==> src/rtl/buf_ctrl_pkg.sv <==
// Shared command codes and read-sweep state encoding for the CFU buffer index controller.
package buf_ctrl_pkg;

    localparam logic [2:0] FUNCT_WRITE = 3'd2;
    localparam logic [2:0] FUNCT_CLEAR = 3'd4;
    localparam logic [2:0] FUNCT_SET_K = 3'd5;
    localparam logic [2:0] FUNCT_START = 3'd6;

    typedef enum logic [1:0] {
        IDLE = 2'd0,
        RUN  = 2'd1,
        DONE = 2'd2
    } sweep_state_e;

endpackage

==> src/rtl/rd_sweep_fsm.sv <==
// Read-side sweep FSM: walks rd_idx over 0..K with downstream back-pressure.
// Multi-pass sweeps are available when BUF_IDX_CTRL_REPEAT_EN is defined.
module rd_sweep_fsm
    import buf_ctrl_pkg::*;
#(
    parameter int unsigned IDX_W = 16,
    parameter int unsigned DEPTH = 1024
) (
    input  logic             clk,
    input  logic             rst_n,
    input  logic             clear,
    input  logic             set_k,
    input  logic             start,
    input  logic [IDX_W-1:0] k_in,
`ifdef BUF_IDX_CTRL_REPEAT_EN
    input  logic [7:0]       rep_in,
`endif
    input  logic             rd_ready,
    output logic [IDX_W-1:0] rd_idx,
    output logic             rd_valid,
    output logic             busy,
    output logic             done
);

    localparam logic [IDX_W-1:0] K_MAX = IDX_W'(DEPTH - 1);

    sweep_state_e     state;
    logic [IDX_W-1:0] k_reg;
    logic [IDX_W-1:0] rd_idx_q;
    logic             last_pass;

`ifdef BUF_IDX_CTRL_REPEAT_EN
    logic [7:0] rep_reg;
    logic [7:0] pass_cnt;

    assign last_pass = (pass_cnt == rep_reg);
`else
    assign last_pass = 1'b1;
`endif

    always_ff @(posedge clk) begin
        if (rst_n) begin
            state    <= IDLE;
            k_reg    <= '0;
            rd_idx_q <= '0;
`ifdef BUF_IDX_CTRL_REPEAT_EN
            rep_reg  <= '0;
            pass_cnt <= '0;
`endif
        end else if (clear) begin
            state    <= IDLE;
            rd_idx_q <= '0;
`ifdef BUF_IDX_CTRL_REPEAT_EN
            rep_reg  <= '0;
            pass_cnt <= '0;
`endif
        end else begin
            case (state)
                IDLE: begin
                    if (set_k) begin
                        k_reg   <= (k_in > K_MAX) ? K_MAX : k_in;
`ifdef BUF_IDX_CTRL_REPEAT_EN
                        rep_reg <= rep_in;
`endif
                    end else if (start) begin
                        state    <= RUN;
                        rd_idx_q <= '0;
`ifdef BUF_IDX_CTRL_REPEAT_EN
                        pass_cnt <= '0;
`endif
                    end
                end
                RUN: begin
                    // rd_valid is implied by RUN, so rd_ready alone marks an accepted beat
                    if (rd_ready) begin
                        if (rd_idx_q == k_reg) begin
                            if (last_pass) begin
                                state <= DONE;
                            end else begin
                                rd_idx_q <= '0;
`ifdef BUF_IDX_CTRL_REPEAT_EN
                                pass_cnt <= pass_cnt + 8'd1;
`endif
                            end
                        end else begin
                            rd_idx_q <= rd_idx_q + IDX_W'(1);
                        end
                    end
                end
                DONE: begin
                    state    <= IDLE;
                    rd_idx_q <= '0;
                end
                default: begin
                    state    <= IDLE;
                    rd_idx_q <= '0;
                end
            endcase
        end
    end

    assign rd_idx   = rd_idx_q;
    assign rd_valid = (state == RUN);
    assign busy     = (state != IDLE);
    assign done     = (state == DONE);

endmodule

==> src/rtl/buf_idx_ctrl.sv <==
// CFU operand-buffer index controller: command decode, registered write path and read sweep.
// Optional multi-pass sweep enabled by defining BUF_IDX_CTRL_REPEAT_EN.
module buf_idx_ctrl
    import buf_ctrl_pkg::*;
#(
    parameter int unsigned NCH    = 2,
    parameter int unsigned DATA_W = 32,
    parameter int unsigned IDX_W  = 16,
    parameter int unsigned DEPTH  = 1024
) (
    input  logic                  clk,
    input  logic                  rst_n,
    input  logic                  cmd_valid,
    input  logic [2:0]            funct,
    input  logic [NCH*DATA_W-1:0] in_data,
    input  logic                  rd_ready,
    output logic [NCH-1:0]        wr_en,
    output logic [IDX_W-1:0]      wr_idx,
    output logic [NCH*DATA_W-1:0] wr_data,
    output logic                  wr_full,
    output logic [IDX_W-1:0]      rd_idx,
    output logic                  rd_valid,
    output logic                  busy,
    output logic                  done
);

    // One extra bit so the pointer can sit at DEPTH even when DEPTH == 2**IDX_W
    localparam int unsigned      PTR_W    = IDX_W + 1;
    localparam logic [PTR_W-1:0] PTR_FULL = PTR_W'(DEPTH);

    logic             is_write;
    logic             is_clear;
    logic             is_set_k;
    logic             is_start;
    logic [PTR_W-1:0] wr_ptr;
    logic [PTR_W-1:0] wr_ptr_nxt;

    assign is_write   = cmd_valid && (funct == FUNCT_WRITE);
    assign is_clear   = cmd_valid && (funct == FUNCT_CLEAR);
    assign is_set_k   = cmd_valid && (funct == FUNCT_SET_K);
    assign is_start   = cmd_valid && (funct == FUNCT_START);
    assign wr_ptr_nxt = wr_ptr + PTR_W'(1);

    // wr_full is updated alongside wr_ptr so it always equals (wr_ptr == DEPTH)
    always_ff @(posedge clk) begin
        if (rst_n) begin
            wr_ptr  <= '0;
            wr_full <= 1'b0;
            wr_en   <= '0;
            wr_idx  <= '0;
            wr_data <= '0;
        end else begin
            wr_en <= '0;
            if (is_clear) begin
                wr_ptr  <= '0;
                wr_full <= 1'b0;
            end else if (is_write && !wr_full) begin
                wr_en   <= '1;
                wr_idx  <= wr_ptr[IDX_W-1:0];
                wr_data <= in_data;
                wr_ptr  <= wr_ptr_nxt;
                wr_full <= (wr_ptr_nxt == PTR_FULL);
            end
        end
    end

    rd_sweep_fsm #(
        .IDX_W (IDX_W),
        .DEPTH (DEPTH)
    ) u_rd_sweep_fsm (
        .clk      (clk),
        .rst_n    (rst_n),
        .clear    (is_clear),
        .set_k    (is_set_k),
        .start    (is_start),
        .k_in     (in_data[IDX_W-1:0]),
`ifdef BUF_IDX_CTRL_REPEAT_EN
        .rep_in   (in_data[IDX_W+7:IDX_W]),
`endif
        .rd_ready (rd_ready),
        .rd_idx   (rd_idx),
        .rd_valid (rd_valid),
        .busy     (busy),
        .done     (done)
    );

endmodule

==> config.mk <==
export PLATFORM = sky130hd
export DESIGN_NAME = buf_idx_ctrl
export DESIGN_NICKNAME = d
export VERILOG_FILES = /design/src/rtl/buf_ctrl_pkg.sv /design/src/rtl/rd_sweep_fsm.sv /design/src/rtl/buf_idx_ctrl.sv
export SDC_FILE = /design/constraint.sdc
export NUM_CORES = 1
export LEC_CHECK = 0
export BUFFER_PORTS_ARGS = -buffer_cell sky130_fd_sc_hd__buf_2
export CELL_PAD_IN_SITES_DETAIL_PLACEMENT = 0
export CELL_PAD_IN_SITES_GLOBAL_PLACEMENT = 1
export CORE_UTILIZATION = 33
export CTS_CLUSTER_DIAMETER = 100
export DETAILED_ROUTE_END_ITERATION = 6
export PLACE_DENSITY_LB_ADDON = 0.1
export SYNTH_ARGS = -nofsm -noshare
export SYNTH_HDL_FRONTEND = slang
export SYNTH_SLANG_ARGS = --single-unit
export TNS_END_PERCENT = 5
==> constraint.sdc <==
create_clock -name clk -period 2.1 [get_ports clk]
set_input_delay 0.42 -clock clk [delete_from_list [all_inputs] [get_ports clk]]
set_output_delay 0.42 -clock clk [all_outputs]
set_load 0.05 [all_outputs]
==> impl_metrics.ini, run 1 <==
[timing]
finalSetupViolations = 0
fin_ws_ps = 148
period_share = 0.930
slew_viol_final = 0
timing.hold.ws_ps = 247
setup_tns_ps = 0
hold_viol = 0
worstMarginPinSlew_ps = 868
slew_headroom = 0.417
fin_crit_ps = 1950
max_clock_freq_mhz = 512
rsz0062_at_grt = yes
skew_ps = 8.65

[drt]
drt_wl_total_um = 15000
wl_per_cell_um = 13.8
ant_nets = 0
drcViolationCount = 0
drtIter0Drc = 152
via_per_inst = 4.70
first_pass_iters = 4
route.vias.total = 5100

[synthesis]
synth.area.top_cells = dfxtp_1 50%, nand2_1 13%, a21oi_1 8.3%, xnor2_1 3.9%, nor2_1 2.7%
synth_edf_count = 0
seq_area_frac_synth = 0.496
ys.warnings.count = 0
avgSynthCellArea_um2 = 8.07
yosysTopAreaCell = dfxtp_1
synthArstFlopShare = 0
yosysTopAreaCellShare = 0.496
synth-main-ff-cell = dfxtp_1
syn_nets = 740
yosysMostFrequentCell = nand2_1
synthCells = 666
synthesis.area_um2 = 5370
synth_common_cells = 184 x nand2_1, 133 x dfxtp_1, 89 x a21oi_1
ys_types = 45
ys_ff_latch = 133

[grt]
antenna_found_initial = 0
grt_overflow = 0
grt_pass1_vias = 4802
grtUsageTotal = 0.180
grt_max_degree = 66
grt_first_pass_wirelength_um = 23600

[power]
irDropWorstVdd_mv = 0.550
leakage_nw = 3.10
p_per_area_nw_per_um2 = 787

[die]
ios = 173
num_rows = 46
die_w_um = 130
die_h_um = 130
core-area_um2 = 15900
dieArea_um2 = 16800
start_util = 0.338

[cells_and_area]
fin_area_um2 = 7280
antennaDiodeCount = 0
area_growth_pct = 35.4
final.fill_count = 1657
drive_gt1_frac = 0.304
reg.largest.list = wr_data (64), wr_ptr (17)
largest_reg_flops = 64
finish.utilization = 0.458
largest-register = wr_data
fin_nets = 929

[setup_path]
crit_chain = xnor2_1 > nand4_1 > nor4_4 > nor4b_2 > buf_4 > nand3_1 > mux2i_1
crit_required_ps = 2430
cpPeakStageDelay_ps = 580
critPathMaxFanout = 10
r2r_slack_ps = 150
rr_worst_depth = 7
setup.worst_path.class = reg2reg
crit_family = simple AND/OR/NAND/NOR gates
start_kind = flip-flop
crit_buf_inv = 1
worst_path_max_delay_cell = nor4_4
cp.arrival_ps = 2280
crit_cells = 7
endpoint_kind = flip-flop

[placement]
numPortBuffers = 172
place_area_um2 = 6710
gp_congestion = 0.910
place_ws_ps = -74.7
dp_hpwl_um = 11000

[min_path]
hold_path.class = in2reg
worstHoldPathCells = 3

[clock_tree]
cts_tree = yes
cts_root_buf = clkbuf_16
htree_num_levels = 4
numClockSinks = 133
clock_latency_ps = 410
clk_pin_slew_ps = 60
cts.path.max_buffers = 2
cts_buffers = 17
hold_buffers = 0

[job]
maxCapViolations = 0

[status]
outcome = completed
## cell families (layout without fill, tap and decap cells)
family | count (synthesis) | after routing | share of synthesized area
simple gates | 315 | 315 | 0.265
flops | 133 | 133 | 0.496
compound gates | 119 | 119 | 0.121
buf+inv | 53 | 255 | 0.0396
xor+xnor | 36 | 36 | 0.0587
mux | 7 | 7 | 0.0130
fa+ha+maj | 3 | 3 | 0.00699
## cell usage in the layout, fill, tap and decap left out, types with 3 or more instances in the layout
cell	count
clkbuf_8	6
nor4_1	5
nor3_1	12
and3_1	8
buf_4	44
clkinv_2	4
inv_1	5
nor2_1	39
ha_1	3
nand2b_1	6
dfxtp_2	5
nand2_1	184
dfxtp_1	128
o21ai_0	6
clkbuf_16	17
and4_1	3
and2_1	6
a21oi_1	89
nand3_1	18
mux2i_1	7
o22ai_1	12
or3_1	6
xor2_1	12
buf_2	172
xnor2_1	23
nand4_1	12
## metrics by stage
step           total power, mW  cells
6_report                  5.73   1084
5_1_grt                   5.96   1084
4_1_cts                   5.81   1084
3_5_place_dp              3.05   1052
3_3_place_gp              3.05   1052
2_1_floorplan             2.88    666
## layout make-up
| class | instances | area, µm² | share of cell area |
|---|---|---|---|
| Clock buffer | 25 | 515 | 0.0708 |
| Clock inverter | 7 | 43.8 | 0.00602 |
| Inverter | 5 | 18.8 | 0.00258 |
| Multi-Input combinational cell | 480 | 2530 | 0.347 |
| Sequential cell | 133 | 2670 | 0.367 |
| Tap cell | 216 | 270 | 0.0371 |
| Timing Repair Buffer | 218 | 1230 | 0.169 |
## routing by layer
metal  vias up  track usage  routed length [µm]
met5         -            0                   0
met4         0       0.0540                 114
met3        10       0.0454                 529
met2       101        0.323                7620
met1      2367        0.211                6700
li1       2622            -                   -
## power breakdown
| group | switching, mW | internal, mW | total [mW] |
|---|---|---|---|
| logic | 0.275 | 0.141 | 0.416 |
| registers | 0.0183 | 2.56 | 2.58 |
| clock network | 1.04 | 1.69 | 2.73 |
| total | 1.33 | 4.39 | 5.73 |
## repair_timing
action,4_1_cts,5_1_grt
setup buffers,0,0
endpoints found under the setup margin,0,12
gates resized for setup,0,4
endpoints found under the hold margin,0,0
## worst register-to-register path, cell delays in order, from the launching register on
cell     delay [ps]
dfxtp_1         410
xnor2_1         140
nand4_1         170
nor4_4          580
nor4b_2         110
buf_4           180
nand3_1         100
mux2i_1         190
## worst paths after layout
path / from / endpoint
min reg2reg: wr_data[27]$_SDFFE_PP0P_ / wr_data[27]$_SDFFE_PP0P_
max: u_rd_sweep_fsm.rd_idx[4]$_SDFFE_PP0P_ / u_rd_sweep_fsm.rd_idx[12]$_SDFFE_PP0P_
max reg2reg: u_rd_sweep_fsm.rd_idx[4]$_SDFFE_PP0P_ / u_rd_sweep_fsm.rd_idx[12]$_SDFFE_PP0P_
min: in_data[62] / wr_data[62]$_SDFFE_PP0P_
Note: power is estimated with default switching activity, not from simulation.
==> run 2, diff against run 1 <==
==> constraint.sdc (replaced) <==
create_clock -name clk -period 2.1 [get_ports clk]
set_input_delay 0.315 -clock clk [delete_from_list [all_inputs] [get_ports clk]]
set_output_delay 0.315 -clock clk [all_outputs]
set_load 0.05 [all_outputs]
==> run 2 against run 1 <==
Sequential power hardly changed. Via count is 0.22% lower. Clock-buffer cell count is 1 lower. Hold slack worse by 120 ps. Clock power is 22% higher. Wire length is 0.79% higher. Largest cell class unchanged. Largest power group unchanged.
==> impl_metrics.ini, run 2 (same netlist as run 1, synthesis figures left out) <==
[placement]
gp_congestion = 0.858
place_ws_ps = 17.9
place_area_um2 = 6650
dpl.cell_count = 1043
numPortBuffers = 172
dp_hpwl_um = 10800

[setup_path]
rr_worst_depth = 7
setup.worst_path.class = reg2reg
reg2reg_from = u_rd_sweep_fsm.k_reg[12]$_SDFFE_PP0P_
crit_required_ps = 2440
reg2reg_to = u_rd_sweep_fsm.rd_idx[12]$_SDFFE_PP0P_
start_kind = flip-flop
endpoint_kind = flip-flop
cp.arrival_ps = 2300
critPathMaxFanout = 10
r2r_slack_ps = 140

[timing]
max_clock_freq_mhz = 511
fin_ws_ps = 142
hold_viol = 0
skew_ps = 6.25
worstMarginPinSlew_ps = 869
period_share = 0.932
slew_headroom = 0.416
fin_crit_ps = 1960
rsz0062_at_grt = yes
slew_viol_final = 0
finalSetupViolations = 0

[drt]
wl_per_cell_um = 14.0
route.vias.total = 5089
drtIter0Drc = 219
drcViolationCount = 0
drt_wl_total_um = 15100
first_pass_iters = 4
ant_nets = 0
via_per_inst = 4.73

[die]
num_rows = 46
ios = 173
dieArea_um2 = 16800
start_util = 0.338
die_h_um = 130
die_w_um = 130
core-area_um2 = 15900

[cells_and_area]
final_common_cell = nand2_1
area_growth_pct = 36.7
reg.largest.list = wr_data (64), wr_ptr (17)
fin_nets = 920
drive_gt1_frac = 0.302
mostFrequentLayoutCells = 184 x nand2_1, 172 x buf_2, 125 x dfxtp_1
finish.utilization = 0.462
fin_area_um2 = 7340
largest-register = wr_data
largest_reg_flops = 64
final.fill_count = 1625
finalNonFillerCells = 1075
antennaDiodeCount = 0

[grt]
antenna_found_initial = 0
grt_overflow = 0
grt_pass1_vias = 4686
grt_max_degree = 92
grtUsageTotal = 0.182
grt_first_pass_wirelength_um = 23300

[power]
p_per_area_nw_per_um2 = 860
irDropWorstVdd_mv = 0.586
finalPower_mw = 6.32
leakage_nw = 3.12

[status]
outcome = completed

[job]
maxCapViolations = 0

[clock_tree]
numClockSinks = 133
hold_buffers = 0
htree_num_levels = 4
cts_buffers = 17
clk_pin_slew_ps = 60
cts.path.max_buffers = 2
clock_latency_ps = 420
cts_tree = yes
cts_root_buf = clkbuf_16

[min_path]
worstHoldPathCells = 3
hp-start = in_data[53]
min_delay_worst_endpoint = wr_data[53]$_SDFFE_PP0P_
hold_path.class = in2reg
[run 2: cell types whose count changed in the layout (fill, tap and decap cells not counted), moves of 2 or more]
cell	before	now
buf_4	44	34
bufinv_16	0	5
dfxtp_1	128	125
clkinv_2	4	2
dfxtp_2	5	7
[run 2: routing by layer]
layer / share of wire / vias to the layer above / GRT usage
li1: - / 2603 / -
met1: 0.44 / 2356 / 0.216
met2: 0.50 / 111 / 0.313
met3: 0.042 / 19 / 0.0462
met4: 0.013 / 0 / 0.0725
met5: 0 / - / 0
[run 2: where the power goes]
group / internal (mW) / total [mW] / leakage (nW) / switching, mW
Clock: 2.26 / 3.33 / 0.326 / 1.07
Combinational: 0.135 / 0.412 / 1.71 / 0.277
Sequential: 2.56 / 2.58 / 1.08 / 0.0176
Total: 4.95 / 6.32 / 3.12 / 1.36
[run 2: metrics by stage]
stage | TNS [ps] | hold slack (ps)
floorplan | -32.7 | 451
global placement | 0 | 440
detailed placement | 0 | 444
CTS | 0 | 115
global route | -24.7 | 115
finish | 0 | 129
[run 2: worst max path at each step]
stage                                      startpoint                                endpoint  slack, ps  cells past startpoint
3_5_place_dp                                 funct[0]   u_rd_sweep_fsm.rd_idx[9]$_SDFFE_PP0P_         20                      7
3_3_place_gp                                 funct[0]   u_rd_sweep_fsm.rd_idx[9]$_SDFFE_PP0P_         20                      7
6_report        u_rd_sweep_fsm.k_reg[12]$_SDFFE_PP0P_  u_rd_sweep_fsm.rd_idx[12]$_SDFFE_PP0P_        140                      7
5_1_grt        u_rd_sweep_fsm.rd_idx[12]$_SDFFE_PP0P_  u_rd_sweep_fsm.rd_idx[12]$_SDFFE_PP0P_        -20                      7
4_1_cts        u_rd_sweep_fsm.rd_idx[14]$_SDFFE_PP0P_  u_rd_sweep_fsm.rd_idx[12]$_SDFFE_PP0P_         80                      7
2_1_floorplan   u_rd_sweep_fsm.rd_idx[6]$_SDFFE_PP0P_  u_rd_sweep_fsm.rd_idx[13]$_SDFFE_PP0P_        -20                      6
[run 2: cell type report]
type | instances | area, µm² | area share
repair buffers | 209 | 1180 | 0.160
clock inverters | 8 | 168 | 0.0228
flip-flops and latches | 133 | 2680 | 0.364
well taps | 216 | 270 | 0.0368
inverters | 5 | 18.8 | 0.00256
clock buffers | 24 | 502 | 0.0683
multi-input cells | 480 | 2530 | 0.345
[run 2: what timing repair did]
action	CTS	global route
gates resized for setup	0	9
setup endpoints to repair	0	11
buffers inserted	0	0
[run 2: critical path: stages, from the launching register on]
cell and delay [ps]:
dfxtp_1 320, xnor2_1 190, nand4_1 160, nor4_4 590, nor4b_2 120, buf_4 190
nand3_1 110, mux2i_1 190
